===== src/rtl/shmem_arbiter.sv =====
// Round-robin arbiter granting single-port shared-memory ownership per burst to N_REQ units.
// Optional per-requester grant counters (o_grant_cnt) when SHMEM_ARB_STATS_EN is defined.
module shmem_arbiter #(
  parameter int unsigned N_REQ     = 4,
  parameter int unsigned ADDR_W    = 18,
  parameter int unsigned DATA_W    = 32,
  parameter int unsigned MAX_BURST = 16
) (
  input  logic                       i_clk,
  input  logic                       i_rst,
  input  logic [N_REQ-1:0]           i_req,
  input  logic [N_REQ-1:0]           i_we,
  input  logic [N_REQ-1:0]           i_last,
  input  logic [N_REQ*ADDR_W-1:0]    i_addr,
  input  logic [N_REQ*DATA_W-1:0]    i_wdata,
  output logic [N_REQ-1:0]           o_gnt,
  output logic [N_REQ-1:0]           o_rvalid,
  output logic [DATA_W-1:0]          o_rdata,
  output logic                       o_mem_en,
  output logic                       o_mem_we,
  output logic [ADDR_W-1:0]          o_mem_addr,
  output logic [DATA_W-1:0]          o_mem_wdata,
  input  logic [DATA_W-1:0]          i_mem_rdata,
  output logic                       o_busy
`ifdef SHMEM_ARB_STATS_EN
  ,
  output logic [N_REQ*16-1:0]        o_grant_cnt
`endif
);

  localparam int unsigned PTR_W = $clog2(N_REQ);
  localparam int unsigned CNT_W = $clog2(MAX_BURST + 1);

  typedef enum logic {
    IDLE,
    GRANT
  } state_t;

  state_t           state;
  logic [PTR_W-1:0] rr_ptr;
  logic [PTR_W-1:0] owner;
  logic [PTR_W-1:0] pick;
  logic [PTR_W-1:0] cand;
  logic             found;
  logic [CNT_W-1:0] beat_cnt;
  logic             beat;
  logic             release_now;
  int unsigned      idx;

  assign o_busy  = (state == GRANT);
  assign o_rdata = (|o_rvalid) ? i_mem_rdata : '0;

  // First requester at or after rr_ptr, wrapping explicitly for non-power-of-2 N_REQ.
  always_comb begin
    found = 1'b0;
    pick  = '0;
    idx   = 0;
    cand  = '0;
    for (int unsigned i = 0; i < N_REQ; i++) begin
      idx = rr_ptr + i;
      if (idx >= N_REQ) idx = idx - N_REQ;
      cand = PTR_W'(idx);
      if (!found && i_req[cand]) begin
        found = 1'b1;
        pick  = cand;
      end
    end
  end

  always_comb begin
    beat        = (state == GRANT) && i_req[owner];
    release_now = (state == GRANT) &&
                  (!i_req[owner] || i_last[owner] || (beat_cnt == CNT_W'(MAX_BURST - 1)));
  end

  always_comb begin
    o_mem_en    = 1'b0;
    o_mem_we    = 1'b0;
    o_mem_addr  = '0;
    o_mem_wdata = '0;
    if (state == GRANT) begin
      o_mem_en    = i_req[owner];
      o_mem_we    = i_we[owner];
      o_mem_addr  = i_addr[owner*ADDR_W +: ADDR_W];
      o_mem_wdata = i_wdata[owner*DATA_W +: DATA_W];
    end
  end

  always_ff @(posedge i_clk) begin
    if (i_rst) begin
      state    <= IDLE;
      o_gnt    <= '0;
      o_rvalid <= '0;
      rr_ptr   <= '0;
      owner    <= '0;
      beat_cnt <= '0;
    end else begin
      o_rvalid <= '0;
      case (state)
        IDLE: begin
          if (found) begin
            state    <= GRANT;
            owner    <= pick;
            o_gnt    <= N_REQ'(1) << pick;
            beat_cnt <= '0;
          end
        end
        GRANT: begin
          if (beat) begin
            beat_cnt <= beat_cnt + 1'b1;
            if (!i_we[owner]) o_rvalid[owner] <= 1'b1;
          end
          if (release_now) begin
            state  <= IDLE;
            o_gnt  <= '0;
            rr_ptr <= (owner == PTR_W'(N_REQ - 1)) ? '0 : owner + 1'b1;
          end
        end
        default: state <= IDLE;
      endcase
    end
  end

`ifdef SHMEM_ARB_STATS_EN
  always_ff @(posedge i_clk) begin
    if (i_rst) begin
      o_grant_cnt <= '0;
    end else if ((state == IDLE) && found && (o_grant_cnt[pick*16 +: 16] != 16'hFFFF)) begin
      o_grant_cnt[pick*16 +: 16] <= o_grant_cnt[pick*16 +: 16] + 16'd1;
    end
  end
`endif

endmodule


===== config.mk =====
export PLATFORM = sky130hd
export DESIGN_NAME = shmem_arbiter
export DESIGN_NICKNAME = d
export VERILOG_FILES = /design/src/rtl/shmem_arbiter.sv
export SDC_FILE = /design/constraint.sdc
export NUM_CORES = 1
export LEC_CHECK = 0
export ABC_AREA = 1
export CAP_MARGIN = 40
export CORE_AREA = 2 2 131 133
export DETAILED_ROUTE_END_ITERATION = 8
export DIE_AREA = 0 0 133 135
export PLACE_DENSITY_LB_ADDON = 0.08
export SLEW_MARGIN = 10
export SYNTH_ARGS = -nofsm -noshare
export SYNTH_HDL_FRONTEND = slang
export SYNTH_SLANG_ARGS = --single-unit

===== constraint.sdc =====
create_clock -name i_clk -period 1.8 [get_ports i_clk]
set_input_delay 0.18 -clock i_clk [delete_from_list [all_inputs] [get_ports i_clk]]
set_output_delay 0.18 -clock i_clk [all_outputs]
set_load 0.01 [all_outputs]

==> reports/results.ini <==
[outcome]
outcome=finished with violations
violations=negative setup slack

[sta]
hold_violations=0
period_needed_ns=1.830
finalWorstSetupSlack_ns=-0.02999
maxClockFrequency_mhz=546.5
maxSlewViolCount=0
tightest_slew_ns=0.3313
setup_viol=3
rsz0062_at_grt=true
finalCritPeriodShare_pct=101.7
fin_skew_ns=0.003765
relSlewSlack_pct=77.92

[place]
io_buffers=338
gp_congestion=0.8337
dp_hpwl_mm=14.40
post-place-ws_ns=-0.1428

[die]
fp.dieW_microns=133
core_area_sq_mm=0.01641
ioPinCount=339
die_area_sq_mm=0.01796
die_h_microns=135
start_util_pct=19.00
core.rowCount=47

[route]
drt-initial-drc-count=177
viasPerCell=4.296
routed_wl_mm=18.69
dr_total_vias=5220
postRouteAntennaNets=0
wl_per_cell_microns=15.38
dr.pass1.iters=4
drc_errors=0

[logic_synthesis]
synth-main-ff-cell=dfxtp_1
synth_edf_count=0
synth_area_sq_mm=0.003118
syn-num-nets=882
yosys.area.top_type_share_pct=29.98
yosysWarningCount=0
synthTopCellsByArea=nor2_1 30%, o21ai_0 18%, dfxtp_1 12%, a21oi_1 10%, inv_1 6.0%
async_reset_ff_share_pct=0
yosys.area.top_type=nor2_1
ys_types=28
synth_cells=630
ys_seq_area_share_pct=11.56
ys_ff_latch=18
syn_avg_cell_area_sq_um=4.949

[global_routing]
grt_pass1_wl_mm=27.50
grt_max_degree=39
grt_antenna_before_repair=0
grt_pass1_vias=5056
track_usage_pct=19.14
grt-ovfl-total=0

[pwr]
total_power_uw=7576
ir_drop_mv=0.5150
leakagePower_uw=0.003478
p_per_area_mw_per_mm2=1006

[clocking]
ctsHtreeMaxLevel=1
clockRootBuffer=clkbuf_16
numCtsBuffers=3
cts_tree=yes
clkLatencyLatePin_ns=0.25
clk_path_buf_depth=2
hold_buffers=0
clk_pin_slew_worst_paths_ns=0.05
clkSinkCount=18

[finish]
final_cell_mix=254 x clkdlybuf4s50_1, 223 x nor2_1, 63 x o21ai_0
synthToLayoutAreaGrowth_pct=141.6
nets=1248
final_common_cell=clkdlybuf4s50_1
layout-drive-gt1-share_pct=18.59
diodes=0

[critical_path]
cp.arrival_ns=1.65
critPathRequiredTime_ns=1.62
cp_max_fo=5
critPathKind=reg -> out
cp-start-kind=flop
crit_path_end_kind=output pin
rrSetupSlack_ns=0.06

[job]
cap_violations=0

[hold_path]
hp-class=reg -> reg

-- Yosys cell counts, types with 3 or more instances --
cell / count
nor2_1: 249
buf_2: 11
ha_1: 6
a21oi_1: 64
dfxtp_1: 18
nand3_1: 17
clkbuf_1: 21
nand2_1: 39
buf_1: 11
o21ai_0: 111
inv_2: 5
nand2_2: 7
nand2_4: 3
inv_1: 50
-- final timing paths --
kind | to | cells after the start | start
max reg2reg | o_gnt[3] | 9 | owner[0]
min reg2reg | o_gnt[2] | 2 | o_gnt[2]
max | o_mem_wdata[3] | 9 | owner[0]
min | o_gnt[2] | 2 | o_gnt[2]
-- timing repair --
item	in CTS	in global routing
cloned	7	6
setup endpoints to repair	84	75
resized for setup	260	102
pin swaps	11	60
buffers inserted	19	10
-- layout make-up --
class,instances,area (sq um)
timing repair inverter,1,8.758
sequential,18,365.4
tap,220,275.3
inverter,56,225.2
clock buffer,4,88.84
multi-input combinational,511,2531
timing repair buffer,405,4038
fill,1745,8875
-- critical path, cell delays in order, from the launching register on --
cell	delay [ns]
dfxtp_4	0.42
buf_12	0.13
buf_12	0.10
buf_8	0.11
buf_4	0.13
nor2_1	0.05
nor2_1	0.09
o21ai_1	0.07
a21oi_1	0.14
buf_2	0.15
-- registers in the layout, summed over array words and instances (netlist names) --
name and cells:
o_gnt 4, owner 2, o_busy 1, beat_cnt 5, o_rvalid 4, rr_ptr 2
-- per-layer routing --
metal / GRT usage, % / vias up / wire [microns]
li1: - / 2744 / -
met1: 20.01 / 2269 / 6733
met2: 38.37 / 182 / 10400
met3: 4.617 / 25 / 1227
met4: 4.122 / 0 / 327
met5: 0 / - / 0
-- report_power, final --
| part | switching, uW | internal [uW] |
|---|---|---|
| clock | 148 | 338 |
| sequential | 104 | 496 |
| combinational | 3340 | 3150 |
| total | 3590 | 3980 |
-- cell families after synthesis --
logic type      count (synthesis)  synth area share (%)
simple gates                  326                 43.70
flops                          18                 11.56
buf+inv                       101                 13.04
compound gates                179                 29.29
fa+ha+maj                       6                 2.408
-- through the flow --
stage	hold WS [ns]	util, %	cell area, sq um	TNS, ns	std cells
finish	0.4702	45.91	7532	-0.04357	1215
global route	0.4965	45.91	7532	-2.057	1215
CTS	0.4800	44.41	7287	-1.269	1206
detailed placement	0.4673	42.69	7004	-1.082	1176
global placement	0.4699	42.69	7004	-0.9768	1176
floorplan	0.4459	-	3118	0	630
No activity file was read; power rests on OpenSTA's default activity.
